### src/rtl/mmsa_pkg.sv
// Shared types and constants for the MMSA result packer.
// Size codes, frame-length lookup, result width and 32-bit clamp bounds.
package mmsa_pkg;

  localparam int RES_W = 40;

  typedef enum logic [1:0] {
    SZ_2X2   = 2'd0,
    SZ_4X4   = 2'd1,
    SZ_8X8   = 2'd2,
    SZ_16X16 = 2'd3
  } size_e;

  localparam logic signed [RES_W-1:0] SAT_MAX = 40'sh007FFFFFFF;
  localparam logic signed [RES_W-1:0] SAT_MIN = 40'shFF80000000;

  // An NxN array emits 2N-1 result words per frame.
  function automatic logic [4:0] frame_len(size_e s);
    logic [4:0] len;
    len = 5'd31;
    unique case (s)
      SZ_2X2:   len = 5'd3;
      SZ_4X4:   len = 5'd7;
      SZ_8X8:   len = 5'd15;
      SZ_16X16: len = 5'd31;
    endcase
    return len;
  endfunction

endpackage

### src/rtl/mmsa_result_packer_if.sv
// Output stream of the result packer: valid/ready word with last and sat flags.
// master drives o_valid/o_data/o_last/o_sat, slave drives o_ready.
interface mmsa_result_packer_if;
  import mmsa_pkg::*;

  logic             o_valid;
  logic             o_ready;
  logic [RES_W-1:0] o_data;
  logic             o_last;
  logic             o_sat;

  modport master (
    output o_valid,
    output o_data,
    output o_last,
    output o_sat,
    input  o_ready
  );

  modport slave (
    input  o_valid,
    input  o_data,
    input  o_last,
    input  o_sat,
    output o_ready
  );

endinterface

### src/rtl/mmsa_res_fifo.sv
// Result FIFO: W-bit entries, DEPTH deep, occupancy counter for full/empty.
// Ports: clk, rst, push/wdata, pop/rdata, valid (not empty), full.
module mmsa_res_fifo #(
  parameter int W     = 42,
  parameter int DEPTH = 32
) (
  input  logic         clk,
  input  logic         rst,
  input  logic         push,
  input  logic [W-1:0] wdata,
  input  logic         pop,
  output logic [W-1:0] rdata,
  output logic         valid,
  output logic         full
);

  localparam int AW = $clog2(DEPTH);
  localparam int OW = AW + 1;

  logic [W-1:0]  mem [DEPTH];
  logic [AW-1:0] wptr;
  logic [AW-1:0] rptr;
  logic [OW-1:0] occ;
  logic          do_push;
  logic          do_pop;

  assign valid   = (occ != '0);
  assign full    = (occ == OW'(DEPTH));
  assign do_pop  = pop && valid;
  // A full FIFO still accepts a word when the head leaves this cycle.
  assign do_push = push && (!full || do_pop);
  // Empty reads as zero so the output word is 0 out of reset.
  assign rdata   = valid ? mem[rptr] : '0;

  always_ff @(posedge clk) begin
    if (do_push) begin
      mem[wptr] <= wdata;
    end
  end

  always_ff @(posedge clk) begin
    if (rst) begin
      wptr <= '0;
      rptr <= '0;
      occ  <= '0;
    end else begin
      if (do_push) begin
        wptr <= wptr + AW'(1);
      end
      if (do_pop) begin
        rptr <= rptr + AW'(1);
      end
      unique case ({do_push, do_pop})
        2'b10:   occ <= occ + OW'(1);
        2'b01:   occ <= occ - OW'(1);
        default: occ <= occ;
      endcase
    end
  end

endmodule

### src/rtl/mmsa_result_packer.sv
// Frames systolic-array results, tags the last word, buffers them in a FIFO.
// Ports: clk, rst, cfg_valid/cfg_size, in_valid/in_value, out (stream), err_ovf.
// Macro MMSA_RESULT_SAT_EN: clamp each word to signed 32-bit and flag o_sat.
module mmsa_result_packer
  import mmsa_pkg::*;
#(
  parameter int DEPTH = 32
) (
  input  logic                    clk,
  input  logic                    rst,
  input  logic                    cfg_valid,
  input  logic [1:0]              cfg_size,
  input  logic                    in_valid,
  input  logic signed [RES_W-1:0] in_value,
  mmsa_result_packer_if.master    out,
  output logic                    err_ovf
);

  localparam int FW = RES_W + 2;

  size_e            size_q;
  size_e            size_cur;
  logic [4:0]       cnt;
  logic [4:0]       len;
  logic             is_last;
  logic             at_start;
  logic [RES_W-1:0] word;
  logic             sat;
  logic [FW-1:0]    wdata;
  logic [FW-1:0]    rdata;
  logic             fifo_valid;
  logic             fifo_full;
  logic             pop;

  assign at_start = (cnt == '0);

  // A size change takes effect only on a frame boundary, including the
  // word arriving in the same cycle as the config pulse.
  always_comb begin
    size_cur = size_q;
    if (cfg_valid && at_start) begin
      size_cur = size_e'(cfg_size);
    end
  end

  assign len     = frame_len(size_cur);
  assign is_last = (cnt == len - 5'd1);

`ifdef MMSA_RESULT_SAT_EN
  always_comb begin
    word = in_value;
    sat  = 1'b0;
    if (in_value > SAT_MAX) begin
      word = SAT_MAX;
      sat  = 1'b1;
    end else if (in_value < SAT_MIN) begin
      word = SAT_MIN;
      sat  = 1'b1;
    end
  end
`else
  assign word = in_value;
  assign sat  = 1'b0;
`endif

  assign wdata = {sat, is_last, word};
  assign pop   = fifo_valid && out.o_ready;

  mmsa_res_fifo #(
    .W     (FW),
    .DEPTH (DEPTH)
  ) u_fifo (
    .clk   (clk),
    .rst   (rst),
    .push  (in_valid),
    .wdata (wdata),
    .pop   (pop),
    .rdata (rdata),
    .valid (fifo_valid),
    .full  (fifo_full)
  );

  assign out.o_valid = fifo_valid;
  assign out.o_data  = rdata[RES_W-1:0];
  assign out.o_last  = rdata[RES_W];
  assign out.o_sat   = rdata[RES_W+1];

  // The counter advances on every strobe, dropped or not, so a lost word
  // never shifts the last-word position of later frames.
  always_ff @(posedge clk) begin
    if (rst) begin
      cnt     <= '0;
      size_q  <= SZ_16X16;
      err_ovf <= 1'b0;
    end else begin
      if (cfg_valid && at_start) begin
        size_q <= size_e'(cfg_size);
      end
      if (in_valid) begin
        cnt <= is_last ? 5'd0 : cnt + 5'd1;
      end
      if (in_valid && fifo_full && !pop) begin
        err_ovf <= 1'b1;
      end
    end
  end

endmodule

### src/flat_wrapper.sv
// flat-port wrapper written by rule: the top's interface ports become plain ports
module mmsa_result_packer_flat import mmsa_pkg::*;
#(
  parameter int DEPTH = 32
)
  (clk, rst, cfg_valid, cfg_size, in_valid, in_value, err_ovf, out_o_valid, out_o_data, out_o_last, out_o_sat, out_o_ready);
  mmsa_result_packer_if out_i ();
  input  logic clk;
  input  logic rst;
  input  logic cfg_valid;
  input  logic [1:0] cfg_size;
  input  logic in_valid;
  input  logic signed [RES_W-1:0] in_value;
  output logic err_ovf;
  output wire logic [$bits(out_i.o_valid)-1:0] out_o_valid;
  output wire logic [$bits(out_i.o_data)-1:0] out_o_data;
  output wire logic [$bits(out_i.o_last)-1:0] out_o_last;
  output wire logic [$bits(out_i.o_sat)-1:0] out_o_sat;
  input wire logic [$bits(out_i.o_ready)-1:0] out_o_ready;
  assign out_o_valid = out_i.o_valid;
  assign out_o_data = out_i.o_data;
  assign out_o_last = out_i.o_last;
  assign out_o_sat = out_i.o_sat;
  assign out_i.o_ready = out_o_ready;
  mmsa_result_packer #(.DEPTH(DEPTH)) u_core (.clk(clk), .rst(rst), .cfg_valid(cfg_valid), .cfg_size(cfg_size), .in_valid(in_valid), .in_value(in_value), .out(out_i), .err_ovf(err_ovf));
endmodule
### config.mk
export PLATFORM = sky130hd
export DESIGN_NAME = mmsa_result_packer_flat
export DESIGN_NICKNAME = d
export VERILOG_FILES = /design/src/rtl/mmsa_pkg.sv /design/src/rtl/mmsa_result_packer_if.sv /design/src/rtl/mmsa_res_fifo.sv /design/src/rtl/mmsa_result_packer.sv /design/src/flat_wrapper.sv
export SDC_FILE = /design/constraint.sdc
export NUM_CORES = 1
export LEC_CHECK = 0
export CORE_AREA = 2 2 301 303
export CTS_BUF_LIST = sky130_fd_sc_hd__clkbuf_16
export CTS_CLUSTER_DIAMETER = 50
export DETAILED_ROUTE_END_ITERATION = 16
export DIE_AREA = 0 0 303 305
export PLACE_DENSITY = 0.77
export SETUP_SLACK_MARGIN = 0.3
export SYNTH_ARGS = -nofsm -noshare
export SYNTH_HDL_FRONTEND = slang
export SYNTH_HIERARCHICAL = 1
export SYNTH_SLANG_ARGS = --single-unit
export TNS_END_PERCENT = 10
### constraint.sdc
create_clock -name clk -period 4.5 [get_ports clk]
set_input_delay 0.675 -clock clk [delete_from_list [all_inputs] [get_ports clk]]
set_output_delay 0.675 -clock clk [all_outputs]
set_load 0.005 [all_outputs]
==> Word level (Yosys, flattened, before mapping) <==
Memories as Yosys holds them, arrays and structs flattened. A register that Yosys moved wholly into a read port is not among the register bits.
Index checks and enable logic that the tools add are counted.
{ "totals": {"register_bits": 24, "latchBits": 0, "mem_bits_rw": 1312, "romBits": 0, "memories": 1, "input_bits": 47, "out_inout_bits": 44} }
{ "classes": {"n_addsub": 6, "order_cmp": 0, "n_eq_ne": 7, "muxes": 9, "n_reduce_logical": 13, "shift": 0, "div_mod_pow": 0, "bitwise_logic": 0, "n_mul": 0} }
{ "mem_list": {"columns": ["memory", "depth", "width", "rd", "rd_ports_with_merged_regs", "write_ports", "line_no", "rtl"], "rows": [
  ["u_core.u_fifo.mem", 32, 41, 1, 1, 1, "mmsa_res_fifo.sv:20", "logic [W-1:0] mem [DEPTH];"]
]} }
{ "ops": {"columns": ["cell", "n"], "rows": [
  ["two-way mux 42 bit", 1],
  ["one-hot mux 5 bit (4 select lines)", 1],
  ["adder 5 x 1 -> 5 bit, second input constant", 3],
  ["two-way mux 5 bit", 3],
  ["one-hot mux 6 bit (2 select lines)", 1],
  ["adder 6 x 1 -> 6 bit, second input constant", 1],
  ["equality test 2 bit, second input constant", 3],
  ["equality test 6 bit, second input constant", 1],
  ["logical AND 1 bit", 6],
  ["nonzero test 6 bit", 1],
  ["subtractor 6 x 1 -> 6 bit, second input constant", 1],
  ["equality test 5 bit", 1],
  ["logical NOT 5 bit", 1],
  ["subtractor 5 x 1 -> 5 bit, second input constant", 1],
  ["equality test 2 x 1 -> 1 bit, second input constant", 2],
  ["logical NOT 1 bit", 2],
  ["logical NOT 2 bit", 1],
  ["two-way mux 1 bit", 2],
  ["two-way mux 2 bit", 1],
  ["nonzero test 2 bit", 1],
  ["logical OR 1 bit", 1]
]} }

==> Depth between registers and ports, before layout <==
{ "logic_depth": {"word_depth": 8, "mapped_depth": 14, "mapped_depth_nobuf": 13} }

==> By module <==
Netlist, hierarchy kept.
{ "by_module_without_submodules": {"columns": ["mod", "seq_area_each_um2", "area_per_inst_um2", "cells_each", "instances"], "rows": [
  ["mmsa_res_fifo", 40779.1, 52561.7, 2197, 1],
  ["mmsa_result_packer", 160.2, 529.3, 60, 1]
]} }

==> Worst setup path after synthesis <==
No wires, ideal clock.
{ "synth_path": {"kind": "in2reg", "startpoint": "input port in_valid", "endpoint": "memory u_core/u_fifo/mem[31][0] (netlist name) (enable)", "setup_ns": 0.442, "arrival_time_ns": 3.251, "path_slack_ns": 0.807, "required_ns": 4.058, "path_stages": 5, "n_path_buf": 2, "path_cell_list": "clkbuf_1 o31a_1 buf_2 nand2_1 nor2_1"} }
{ "synth_between": {"elab_chain_len": 3} }
{ "synth_rtl": {"columns": ["element", "line_no", "rtl"], "rows": [
  ["start: declaration", "flat_wrapper.sv:12", "input logic in_valid;"],
  ["logical AND 1 bit", "mmsa_res_fifo.sv:31", "assign do_push = push && (!full || do_pop);"],
  ["two-way mux 1 bit", "mmsa_res_fifo.sv:36", "if (do_push) begin"],
  ["two-way mux 1 bit (not written as such)", "mmsa_res_fifo.sv:37", "mem[wptr] <= wdata;"],
  ["end: declaration", "mmsa_res_fifo.sv:20", null]
]} }
No other way between the ends.

==> qor.txt <==
Result of the run -> finished with violations
Violations in the final reports -> design-rule violations
Compound-Gate Fraction of Synth Area -> 2.27%
Number of failing hold endpoints at the final stage -> 0
Buffers added on ports -> 90
Worst VDD drop -> 0.000515 V
Layout-stage area growth over the synthesis result -> 14.8%
Post-detailed-route via-to-cell ratio -> 6.88
Cells after synthesis -> 2257
Worst Path Arrival -> 3.58 ns
Clock slew seen by the registers of the worst setup and hold paths -> 0.06 ns
Maximum clock rate -> 0.235 GHz
Drt first-iter violations -> 3662
Effective utilization at floorplan -> 59.4%
Cells on Worst Hold Path -> 2
Clock tree skew after final layout -> 0.0236 ns
Pleak -> 0.0187 uW
Leading cell types by total area after synthesis -> edfxtp_1, mux4_2, dfxtp_1, mux4_1, a2111oi_2
Overall routed net length -> 134000 um
Row count -> 110
Unrepaired setup endpoints after global routing -> true
Dpl hpwl -> 66200 um
Number of buffers on the longest clock path -> 3
Async set-reset flop share out of synthesis -> 0%
Floorplan die width -> 303 um
Final weighted congestion in routability-driven placement -> 0.791
Number of detailed-routing iterations run before antenna repair -> 13
DRC violations left -> 5
Post-route cell area -> 61000 um^2
Wire length of the first global-routing pass -> 190000 um
Ys flop type -> edfxtp_1
Buf+Inv Stages, Crit Path -> 3
Die height -> 305 um
Relative slew slack -> 16.8%
Critical setup path kind -> flop to output port
Worst Reg2Reg Path Length in Cells -> 10
Largest delay contributor family on the critical path -> buffers and inverters
Initial antenna violation count -> 7
End of the worst hold path -> u_core/err_ovf
Post-synthesis sequential element count -> 1373
Ratio of cells with drive above 1 in the final layout -> 29.4%
R2R Setup Slk -> 0.76 ns
Library cell contributing the largest single delay on the critical path -> a2111oi_2
Vias after detailed routing -> 26.2k
# H-tree levels -> 4
Min-Delay Startpoint -> u_core/err_ovf
Proportion of synthesized area in mux cells -> 16.7%
Total congestion overflow -> 0
Post-route ant nets -> 0
Die area -> 92400 um^2
Hold/Removal Path Class -> flop to flop
Crit path capture type -> output port
Total clock sinks -> 1373
Top-area cell type share of the netlist area -> 76.0%
Highest fanout seen on the critical path -> 40
Power density of the placed cells -> 506 nW/um^2
Share of synthesized area occupied by flip-flops and latches -> 77.1%
Worst EP required -> 3.83 ns
Max-slew violation total from the final report -> 0
Worst-Margin Slew -> 1.24 ns
Cell area after synthesis -> 53100 um^2
Yosys warnings -> 6
Critical Path, Cell by Cell -> buf_12, buf_16, mux4_2, mux4_2, nor2b_1, a2111oi_2, clkdlybuf4s50_1
Distinct cells, synth -> 68
Tot GR Track Use -> 29.2%
Worst-Skew Late Latency -> 0.74 ns
Ports -> 91
Number of synthesized flops with an enable pin -> 1344
Start of the worst register-to-register path -> u_core/u_fifo/occ[1]
Count of maximum capacitance violations -> 0
Synth Area in XOR/XNOR -> 0.165%
Synth area leader -> edfxtp_1
Average cell area after synthesis -> 23.5 um^2
WL/cell -> 35.2 um
Maximum number of pins on one net before global-route repair -> 75
CTS buffer count -> 136
Clock tree from TritonCTS -> yes
Post-DP Area -> 56200 um^2
Core box area -> 89300 um^2
Ratio of final minimum period to clock period -> 94.6%
Fraction of the mapped netlist area in simple logic gates -> 1.72%
Vias in the first global route -> 27.1k
Number of endpoints failing setup at the final stage -> 0
Main combinational cell family by area after synthesis -> multiplexers
Fin Setup TNS -> 0 ns
Adder and majority gate portion of the synthesized area -> 0.321%
Startpoint Class -> flop
Most frequent cell on the critical path -> mux4_2
Hold buffer count at cts -> 0
Largest stage delay, worst path -> 0.70 ns
Min Tclk post-route -> 4.26 ns
Overall power of the completed layout -> 30800 uW
Reg2Reg Capture Point -> u_core/u_fifo/mem[22][28]
Number of nets in the layout -> 2583
Root buf cell -> clkbuf_16
-- flip-flops by register name, summed over array words and instances (netlist names), named ones only --
| register | count |
|---|---|
| u_core/u_fifo/occ | 6 |
| u_core/size_q | 2 |
| u_core/cnt | 5 |
| u_core/err_ovf | 1 |
| u_core/u_fifo/wptr | 5 |
| u_core/u_fifo/rptr | 5 |
| u_core/u_fifo/mem | 1344 |
-- worst reg2reg max path, stage by stage (launching register included) --
cell and delay, ns:
dfxtp_1 0.40, or4_4 0.20, nor3_4 0.05, inv_2 0.15, nand2_1 0.12, inv_1 0.29
nand2b_1 0.23, o31a_1 0.45, nand2_1 0.59, nor2_4 0.29, buf_4 0.57
-- how the worst max path moves through the flow --
| stage | endpoint | cells past startpoint | from | slack [ns] |
|---|---|---|---|---|
| 2_1_floorplan | u_core/u_fifo/mem[31][0] | 5 | in_valid | 0.81 |
| 3_3_place_gp | out_o_data[16] | 7 | flop | 0.59 |
| 3_5_place_dp | out_o_data[16] | 7 | flop | 0.54 |
| 4_1_cts | out_o_data[0] | 8 | flop | 0.18 |
| 5_1_grt | out_o_data[37] | 7 | flop | 0.13 |
| 6_report | out_o_data[37] | 7 | flop | 0.24 |
-- cells in the mapped netlist, types with 2 or more instances --
cell type and n:
dfxtp_1 29, o22ai_1 43, or3_1 4, nor4b_1 3, ha_1 12, buf_8 3, mux4_2 362, nand2_1 14
nor3_1 3, buf_12 6, o31ai_1 4, nor2b_1 32, a21oi_1 10, buf_6 16, nand3_1 10, a2111oi_0 7
buf_2 34, a2111oi_1 15, inv_1 27, nor2b_2 11, xnor2_1 5, nor2_1 49, or3b_2 2, nand4_1 2
o211ai_1 2, clkbuf_1 44, a21o_1 2, nand3b_1 6, nor3b_1 2, buf_1 3, edfxtp_1 1344, a31oi_1 3
xor2_1 5, and3_1 2, and2_1 2, o21ai_0 10, buf_4 15, mux4_1 16, a2111oi_2 20, nand2b_1 7
mux2i_1 28, a211oi_1 17
-- layout make-up --
class                      instances  area, um^2
inverter                          28         105
antenna                            2        5.00
fill                            4985       28400
clock buffer                     143        3580
multi-input combinational        765       11700
sequential                      1373       41000
timing repair buffer             219        2500
clock inverter                   103         688
tap                             1176        1470
-- cells by family (layout without fill, tap and decap cells) --
group / after synthesis / after routing
multiplexers: 406 / 406
flip-flops: 1373 / 1373
AND/OR/NAND/NOR: 160 / 160
XOR/XNOR: 10 / 10
adder cells (fa/ha/maj): 13 / 13
buffers and inverters: 150 / 493
AO/OA/AOI/OAI: 144 / 144
other: 1 / 34
-- through the flow --
stage / std cells / util, % / hold WS (ns) / worst slack, ns
2_1_floorplan: 2288 / - / 0.459 / 0.807
3_3_place_gp: 3540 / 63.0 / 0.466 / 0.590
3_5_place_dp: 3540 / 63.0 / 0.463 / 0.542
4_1_cts: 3800 / 68.1 / 0.484 / 0.177
5_1_grt: 3809 / 68.3 / 0.510 / 0.131
6_report: 3809 / 68.3 / 0.483 / 0.242
-- metal layers --
| metal | GRT usage, % | vias up | wire length (um) |
|---|---|---|---|
| met1 | 38.5 | 13900 | 46800 |
| met4 | 11.2 | 8 | 4640 |
| met3 | 6.84 | 298 | 14100 |
| met5 | 0 | - | 47 |
| met2 | 47.8 | 1790 | 68600 |
| li1 | - | 10200 | - |
-- power breakdown --
| part | total, uW | internal (uW) | switching (uW) |
|---|---|---|---|
| Combinational | 5660 | 2860 | 2800 |
| Sequential | 14300 | 14200 | 86.8 |
| Clock | 10900 | 6110 | 4760 |
-- what timing repair did --
action,4_1_cts,5_1_grt
pin swaps,0,0
gates resized for setup,8,12
setup buffers,12,5
setup endpoints to repair,42,40
gates cloned,2,2
-- cells in the final DEF (no fill, tap or decap), types with 12 or more instances in the layout --
cell                n
nand2_1            14
clkinv_1           24
ha_1               12
clkinv_2           29
o22ai_1            43
mux4_2            362
mux2i_1            28
a2111oi_1          15
clkbuf_16         145
a211oi_1           16
nor2_4             33
clkdlybuf4s50_1    89
buf_4              84
nor2b_1            31
nor2_1             16
nor2b_2            12
mux4_1             16
edfxtp_1         1344
buf_12             31
inv_1              53
dfxtp_1            24
conb_1             32
a2111oi_2          21
(Power assumes the default switching activity.)
